[src/rtl/os_discard_collector.sv]
// ---------------------------------------------------------------------------
// os_discard_collector
//   Overlap-save output stage. Receives NFFT-sample IFFT frames, throws away
//   the first NB (circularly aliased) samples of each frame, stores the last
//   NB samples into one bank of a two-bank buffer and streams completed
//   blocks out over a valid/ready interface. Reception of the next frame can
//   proceed into the other bank while the downstream is stalling.
//
// Handshake: a sample moves on data_out in every cycle where valid_out and
//   ready_out are both 1. Once valid_out is raised, valid_out and data_out
//   stay unchanged until that handshake happens.
//
// Ports
//   clk            system clock, rising edge
//   rst            asynchronous, active-low reset
//   start_ifft     frame-start marker, qualified by valid_in_ifft
//   valid_in_ifft  data_in_ifft carries a sample this cycle
//   data_in_ifft   IFFT output sample (WN bits, passed through untouched)
//   ready_out      downstream ready
//   valid_out      data_out valid
//   data_out       kept sample
//   block_done     high on the handshake of the last sample of a block
//   frame_err      one-cycle pulse on overflow (frame dropped) or resync
//   dbg_in_state   input FSM state (IDLE/DISCARD/KEEP/DROP)
//   dbg_out_state  output FSM state (O_IDLE/O_RUN)
// ---------------------------------------------------------------------------
module os_discard_collector #(
  parameter int WN   = 16,
  parameter int NFFT = 32,
  parameter int NB   = NFFT / 2
) (
  input  logic          clk,
  input  logic          rst,
  input  logic          start_ifft,
  input  logic          valid_in_ifft,
  input  logic [WN-1:0] data_in_ifft,
  input  logic          ready_out,
  output logic          valid_out,
  output logic [WN-1:0] data_out,
  output logic          block_done,
  output logic          frame_err,
  output logic [1:0]    dbg_in_state,
  output logic          dbg_out_state
);

  localparam int CW = $clog2(NFFT);
  localparam int AW = $clog2(NB);
  localparam logic [CW-1:0] CNT_ONE  = CW'(1);
  localparam logic [CW-1:0] CNT_DISC = CW'(NB - 1);
  localparam logic [CW-1:0] CNT_LAST = CW'(NFFT - 1);
  localparam logic [CW-1:0] RD_END   = CW'(NB);
  localparam logic [CW-1:0] OUT_LAST = CW'(NB - 1);

  typedef enum logic [1:0] {S_IDLE, S_DISCARD, S_KEEP, S_DROP} in_state_e;
  typedef enum logic       {O_IDLE, O_RUN} out_state_e;

  in_state_e       in_state_q, in_state_d;
  out_state_e      out_state_q, out_state_d;
  logic [CW-1:0]   in_cnt_q, in_cnt_d;
  logic [CW-1:0]   out_cnt_q, out_cnt_d;
  logic [CW-1:0]   rd_ptr_q, rd_ptr_d;
  logic [1:0]      full_q, full_d;
  logic            wr_bank_q, wr_bank_d;
  logic            rd_bank_q, rd_bank_d;
  logic            frame_err_q, frame_err_d;
  logic            valid_out_q, valid_out_d;
  logic [WN-1:0]   data_out_q, data_out_d;
  logic [WN-1:0]   mem_q [2*NB];

  logic frame_start;
  logic wr_en;
  logic wr_fill;
  logic handshake;
  logic last_hs;
  logic rd_load;
  logic wr_bank_busy;

  assign frame_start = start_ifft & valid_in_ifft;
  assign handshake   = valid_out_q & ready_out;
  assign last_hs     = handshake && (out_cnt_q == OUT_LAST);
  // Fetch the next stored sample whenever the output register is free or
  // is being emptied this cycle; rd_ptr counts fetches, out_cnt handshakes.
  assign rd_load     = (out_state_q == O_RUN) && (rd_ptr_q != RD_END) &&
                       (!valid_out_q || ready_out);
  // A bank released this cycle is already free for a starting frame.
  assign wr_bank_busy = full_q[wr_bank_q] && !(last_hs && (rd_bank_q == wr_bank_q));

  // ---------------- state registers ----------------
  always_ff @(posedge clk or negedge rst) begin
    if (!rst) begin
      in_state_q  <= S_IDLE;
      out_state_q <= O_IDLE;
      in_cnt_q    <= '0;
      out_cnt_q   <= '0;
      rd_ptr_q    <= '0;
      full_q      <= '0;
      wr_bank_q   <= 1'b0;
      rd_bank_q   <= 1'b0;
      frame_err_q <= 1'b0;
      valid_out_q <= 1'b0;
      data_out_q  <= '0;
    end else begin
      in_state_q  <= in_state_d;
      out_state_q <= out_state_d;
      in_cnt_q    <= in_cnt_d;
      out_cnt_q   <= out_cnt_d;
      rd_ptr_q    <= rd_ptr_d;
      full_q      <= full_d;
      wr_bank_q   <= wr_bank_d;
      rd_bank_q   <= rd_bank_d;
      frame_err_q <= frame_err_d;
      valid_out_q <= valid_out_d;
      data_out_q  <= data_out_d;
    end
  end

  // Sample storage carries no reset: contents are only read after a write.
  always_ff @(posedge clk) begin
    if (wr_en) begin
      mem_q[{wr_bank_q, in_cnt_q[AW-1:0]}] <= data_in_ifft;
    end
  end

  // ---------------- input FSM: next state ----------------
  always_comb begin
    in_state_d = in_state_q;
    in_cnt_d   = in_cnt_q;
    if (valid_in_ifft) begin
      if (frame_start) begin
        // Any start is sample 0 of a new frame, whatever state we were in.
        in_cnt_d   = CNT_ONE;
        in_state_d = wr_bank_busy ? S_DROP : S_DISCARD;
      end else begin
        case (in_state_q)
          S_DISCARD: begin
            in_cnt_d = in_cnt_q + CNT_ONE;
            if (in_cnt_q == CNT_DISC) in_state_d = S_KEEP;
          end
          S_KEEP, S_DROP: begin
            if (in_cnt_q == CNT_LAST) begin
              in_cnt_d   = '0;
              in_state_d = S_IDLE;
            end else begin
              in_cnt_d = in_cnt_q + CNT_ONE;
            end
          end
          default: ;
        endcase
      end
    end
  end

  // ---------------- input FSM: outputs ----------------
  always_comb begin
    wr_en       = valid_in_ifft && !frame_start && (in_state_q == S_KEEP);
    wr_fill     = wr_en && (in_cnt_q == CNT_LAST);
    frame_err_d = frame_start && ((in_state_q != S_IDLE) || wr_bank_busy);
  end

  // ---------------- bank bookkeeping ----------------
  // Releasing the read bank and filling the write bank touch different banks.
  always_comb begin
    full_d = full_q;
    if (last_hs) full_d[rd_bank_q] = 1'b0;
    if (wr_fill) full_d[wr_bank_q] = 1'b1;
    wr_bank_d = wr_bank_q ^ wr_fill;
    rd_bank_d = rd_bank_q ^ last_hs;
  end

  // ---------------- output FSM: next state ----------------
  always_comb begin
    out_state_d = out_state_q;
    out_cnt_d   = out_cnt_q;
    rd_ptr_d    = rd_ptr_q;
    case (out_state_q)
      O_IDLE: begin
        if (full_q[rd_bank_q]) begin
          out_state_d = O_RUN;
          out_cnt_d   = '0;
          rd_ptr_d    = '0;
        end
      end
      default: begin
        if (rd_load) rd_ptr_d = rd_ptr_q + CNT_ONE;
        if (last_hs) begin
          out_cnt_d   = '0;
          rd_ptr_d    = '0;
          // Uses the registered flag so a bank filled this same cycle keeps
          // the normal two-cycle fill-to-valid latency via O_IDLE.
          out_state_d = full_q[~rd_bank_q] ? O_RUN : O_IDLE;
        end else if (handshake) begin
          out_cnt_d = out_cnt_q + CNT_ONE;
        end
      end
    endcase
  end

  // ---------------- output FSM: outputs ----------------
  always_comb begin
    valid_out_d = valid_out_q;
    data_out_d  = data_out_q;
    if (handshake) valid_out_d = 1'b0;
    if (rd_load) begin
      valid_out_d = 1'b1;
      data_out_d  = mem_q[{rd_bank_q, rd_ptr_q[AW-1:0]}];
    end
  end

  assign valid_out     = valid_out_q;
  assign data_out      = data_out_q;
  assign block_done    = last_hs;
  assign frame_err     = frame_err_q;
  assign dbg_in_state  = in_state_q;
  assign dbg_out_state = out_state_q;

endmodule

[config.mk]
export PLATFORM = sky130hd
export DESIGN_NAME = os_discard_collector
export DESIGN_NICKNAME = d
export VERILOG_FILES = /design/src/rtl/os_discard_collector.sv
export SDC_FILE = /design/constraint.sdc
export NUM_CORES = 1
export LEC_CHECK = 0
export CORE_MARGIN = 3
export CORE_UTILIZATION = 56
export DETAILED_ROUTE_END_ITERATION = 10
export PLACE_DENSITY_LB_ADDON = 0.2
export SYNTH_ARGS = -nofsm -noshare
export SYNTH_HDL_FRONTEND = slang
export SYNTH_SLANG_ARGS = --single-unit
[constraint.sdc]
create_clock -name clk -period 2.3 [get_ports clk]
set_input_delay 0.345 -clock clk [delete_from_list [all_inputs] [get_ports clk]]
set_output_delay 0.345 -clock clk [all_outputs]
set_load 0.1 [all_outputs]
; Yosys cells after proc, flatten, opt, wreduce, memory -nomap -nowiden
; Memory sizes are Yosys's and may differ from the RTL's. A register that Yosys moved wholly into a read port is not among the register bits.
; Cells that the tools add are included.
[totals]
ff_bits = 24
ramBits = 512
in_bits = 21
output_inout_bits = 22
mem_count = 1
[mem_list]
columns = memory, words, width, rd, rd_clocked_by_memory_dff, write_ports, line
row1 = mem_q, 32, 16, 1, 1, 1, 68  ; logic [WN-1:0] mem_q [2*NB];
[op_classes]
addsub = 3
magnitude_cmp = 5
eq_ne = 12
muxes = 35
bitwise_logic = 8
reduce_logical = 26
[ops]
columns = operator, n
row1 = two-way mux 5 bit, 9
row2 = two-way mux 1 bit, 16
row3 = "adder 5 x 1 -> 5 bit, second input constant", 3
row4 = two-way mux 2 bit, 6
row5 = logical AND 1 bit, 11
row6 = "== test 5 x 4 -> 1 bit, second input constant", 2
row7 = one-hot mux 5 bit (2 select lines), 1
row8 = "< comparator 1 x 2 -> 1 bit, second input constant", 3
row9 = "inequality test 3 x 1 -> 1 bit, second input constant", 2
row10 = "inequality test 3 bit, second input constant", 2
row11 = AND reduction 2 bit, 3
row12 = nonzero test 2 bit, 3
row13 = "== test 5 bit, second input constant", 1
row14 = "inequality test 5 bit, second input constant", 1
row15 = "== test 2 bit, second input constant", 2
row16 = zero test 1 bit, 4
row17 = one-hot mux 2 bit (2 select lines), 1
row18 = AND reduction 4 bit, 1
row19 = nonzero test 3 bit, 1
row20 = AND 1 bit, 2
row21 = AND 2 bit, 1
row22 = demux 1 bit (select 1 bit), 2
row23 = "== test 2 x 1 -> 1 bit, second input constant", 1
row24 = "greater-or-equal comparator 1 bit, second input constant", 2
row25 = 7 further kinds, 9

; Longest topological paths before layout
[depth]
ltp_word = 9
ltp_mapped = 13

; Worst setup path before layout
; Ideal clock, no wire load.
[synth_timing]
path_kind = flip-flop to flip-flop
from = reg valid_out_q (netlist: valid_out)
to = reg in_state_q[1] (netlist: dbg_in_state[1])
arrival_ns = 4.150
required_time_ns = 2.160
setup_slack_ns = -1.990
path_stages_with_launch = 6
cell_sequence = dfrtp_1 nand2_1 nor3_1 nand2_1 a31oi_1 o221ai_1
[synth_via]
elab_chain_len = 7
[synth_lines]
columns = item, line
row1 = "start, declared", 66  ; logic valid_out_q, valid_out_d;
row2 = "start signal, assigned", 112  ; valid_out_q <= valid_out_d;
row3 = AND 1 bit, 79  ; assign handshake = valid_out_q & ready_out;
row4 = logical AND 1 bit, 80  ; assign last_hs = handshake && (out_cnt_q == OUT_LAST);
row5 = named net block_done, 40  ; output logic block_done,
row6 = logical AND 1 bit, 86  ; assign wr_bank_busy = full_q[wr_bank_q] && !(last_hs && (rd_bank_q == wr_bank_q));
row7 = zero test 1 bit, 86
row8 = logical AND 1 bit, 86
row9 = two-way mux 2 bit, 132  ; in_state_d = wr_bank_busy ? S_DROP : S_DISCARD;
row10 = two-way mux 2 bit, 129  ; if (frame_start) begin
row11 = "end signal, assigned", 103  ; in_state_q <= in_state_d;
row12 = "end, declared", 57  ; in_state_e in_state_q, in_state_d;
; The timed path passes the listed nets, and every way through them passes these cells.
; A chain may end at the register's enable or synchronous reset.

; Final worst setup path
[layout_timing]
from = reg rd_ptr_q[0]
to = reg data_out_q[9] (netlist: data_out[9]) (read register of mem_q)
[layout_via]
elab_chain_len = 3
[layout_lines]
columns = item, line
row1 = "start, declared", 61  ; logic [CW-1:0] rd_ptr_q, rd_ptr_d;
row2 = "start signal, assigned", 107  ; rd_ptr_q <= rd_ptr_d;
row3 = inequality test 5 bit, 83  ; assign rd_load = (out_state_q == O_RUN) && (rd_ptr_q != RD_END) &&
row4 = logical AND 1 bit (2 in a row), 83
row5 = "end, declared", 67  ; logic [WN-1:0] data_out_q, data_out_d;
; Parallel ways exist; a longest one is shown, timed or not.

==> impl_results.md <==
- Post-place setup slack: -124 ps
- Final period utilization: around 98%
- Dpl hpwl: ~34000 µm
- Largest area contributor in the netlist: edfxtp_1
- Post-synthesis sequential area ratio: between 70% and 80%
- Clock root cell: clkbuf_16
- Global-route wire length before repair: slightly below 80000 µm
- Prevailing post-synth register cell: edfxtp_1
- Initial antenna violation count: 3
- YS warnings: 0
- Worst reg2reg startpoint: rd_ptr_q[0]
- Synth cell types: 60
- Largest net degree at the start of global routing: 38
- Clock skew: 13.7 ps
- TNS Setup: 0 ps
- Num CTS Buffers: 53
- # diodes: 0
- Clock latency on the worst-skew pair: 590 ps
- Final Setup Violations: 0
- Most common cell after layout, fill and taps aside: edfxtp_1
- Final net count: about 1300
- Static Leakage: ~8.8 nW
- Final Util: roughly 69%
- Main combinational cell family by area after synthesis: multiplexers
- Hold slack: 369 ps
- Max Clk Rate: roughly 0.44 GHz
- ANT nets after route: 0
- Hold Path Class: primary input to asynchronous set/reset pin
- Worst-path clk slew: approximately 60 ps
- Placer Congestion: around 0.93
- Final min period: 2260 ps
- Die width: roughly 200 µm
- Post-DR wirelength/cell: about 29 µm
- Synth Area in Compound Gates: between 4 and 5%
- Synth Cell Area: roughly 0.022 mm²
- # IOs: 43
- CP Data Required Time: roughly 2700 ps
- Avg Inst Size Synth: between 15 and 20 µm²
- CTS max path bufs: 3
- Worst slew margin: 51.7%
- H-tree levels: 2
- Mean number of vias per cell: 6.25
- Crit Path Class: flip-flop to flip-flop
- Pins Over Slew Limit: 0
- P&R area growth vs syn: 20.5%
- Mux cell area share after synthesis: 13.4%
- Initial core utilization: a little under three fifths
- Detailed Routing Iterations Pass 1: 5
- Final Hold Viols: 0
- Synth top area cells: edfxtp_1 71%, mux4_2 8.1%, dfrtp_1 4.6%, mux2i_1 3.1%, mux4_1 1.9%
- Tightest Pin Transition: about 720 ps
- Asr flop ratio synth: 7.25%
- Gate Count Post-Synth: ~1100
- Synth top area share: 71.0%
- DP Area: 0.0243 mm²
- GR Overflow Total: 0
- Max VDD drop: roughly 1100 µV
- Most frequent cells in the layout: 512 x edfxtp_1, 126 x buf_4, 79 x mux4_2
- Post-synthesis adder-cell area fraction: less than 1%
- Post-synthesis xor/xnor area fraction: less than 1%
- Power, Total: just under 30 mW
- # port buffers: 42
- Chip Height: ~200 µm
- Synth Area in Simple Gates: roughly 3.7%
- Layout cells sized above 1: between 20% and 30%
- Final setup margin: approximately 44 ps
- Drt total wl: about 53000 µm
- PD cells: ~1100 mW/mm²
- Max-cap violation count: 0
- DR vias: roughly 12000
- Post-Place Cells: 1758
- Post-route cell area: approximately 0.026 mm²
- Outcome: finished clean
- CP max FO: 18
- Crit path launch type: flip-flop
- Drc violations: 0
- CP Capture Type: flip-flop
- GRT Util Overall: between 20% and 30%
- Setup crit start: rd_ptr_q[0]
- Initial drt markers: approximately 1300
- Yosys reg bits: around 550
- CORE AREA: ~0.038 mm²
- Arrival @ worst endpoint: approximately 2700 ps
- Vias in the first global route: approximately 12000
- Die area: 0.0411 mm²
- Synth Net Count: ~1100
- Site Rows: about 70
- Layout Cells excl Fill: 1856
- Number of synthesized flops with an enable pin: just over 500
- Clk sinks: between 500 and 600
- TritonCTS clock tree: yes
[worst paths after layout]
| kind | cells past startpoint | to | slack (ps) |
|---|---|---|---|
| max in group asynchronous | 3 | data_out[3] | 1290 |
| worst min register to register | 1 | rd_ptr_q[4] | 490 |
| worst max-delay path | 6 | data_out[9] | 40 |
| worst max register to register | 6 | data_out[9] | 40 |
| min in group clk | 1 | rd_ptr_q[4] | 490 |
| worst min-delay path | 2 | data_out[9] | 370 |
[power by group]
group	switching [mW]	internal [mW]	total [mW]
logic	5.26	3.65	8.91
clock network	3.58	4.99	8.57
registers	0.482	11.2	11.7
total	9.32	19.9	29.2
[sequential cells by signal (all words and copies together), names as in the netlist]
signal         cells
wr_bank_q          1
valid_out          1
mem_q            512
rd_ptr_q           5
data_out          16
dbg_out_state      1
rd_bank_q          1
dbg_in_state       2
full_q             2
in_cnt_q           5
frame_err          1
out_cnt_q          5
[kinds of logic after synthesis]
logic type | count (synthesis)
AOI/OAI and AO/OA | 139
DFF | 552
xor gates and xnor gates | 7
and+or+nand+nor | 172
muxes | 166
adders and majority gates | 9
buffers and inverters | 65
[timing repair]
action | 4_1_cts | 5_1_grt
hold endpoints to repair | 30 | 0
hold buffers | 1 | 0
setup buffers | 1 | 0
pin swaps | 1 | 1
endpoints found under the setup margin | 5 | 8
gates resized for setup | 3 | 12
[critical path, stage by stage (launching register included)]
cell and delay (ps):
dfrtp_4 470, buf_12 200, mux4_1 640, mux2_2 340
a21oi_1 200, buf_4 150, a21oi_1 70
[area by class of cell]
class                   count  area (µm²)
inverters                   9        33.8
flip-flops and latches    552       16400
multi-input cells         493        5200
fillers                  2430       11800
well taps                 511         639
clock inverters            22         191
repair buffers            195        2100
clock buffers              74        1540
[synth_stat cells (3+ instances only)]
cell        n
inv_1       8
clkbuf_1   17
and3_1      3
buf_1       4
buf_8       3
buf_12      3
o31ai_1     7
nand3b_1    6
nor3_1      5
nor2b_1    12
a21oi_1    12
nand2_1    41
a221oi_1    8
a22o_1      9
and2_1      3
xnor2_1     3
o22ai_1    26
a211oi_1   17
mux2_2      4
a211o_1     4
a31oi_1     6
mux4_2     78
o21ai_0    19
xor2_1      4
mux4_1     16
edfxtp_1  512
mux2i_1    68
buf_2      16
buf_4       4
a22oi_1    13
nor2_1     69
o211a_1     3
buf_6       9
dfrtp_1    40
ha_1        9
nand3_1     9
nand2b_1    5
nor4_1      6
[metal layers]
layer	vias to the layer above	routed length (µm)	global-route usage, %
met5	-	10	0
met2	604	23900	38.2
li1	4938	-	-
met4	2	1340	7.50
met1	5981	21800	39.4
met3	83	5850	8.05
Note: power is estimated with default switching activity, not from simulation.
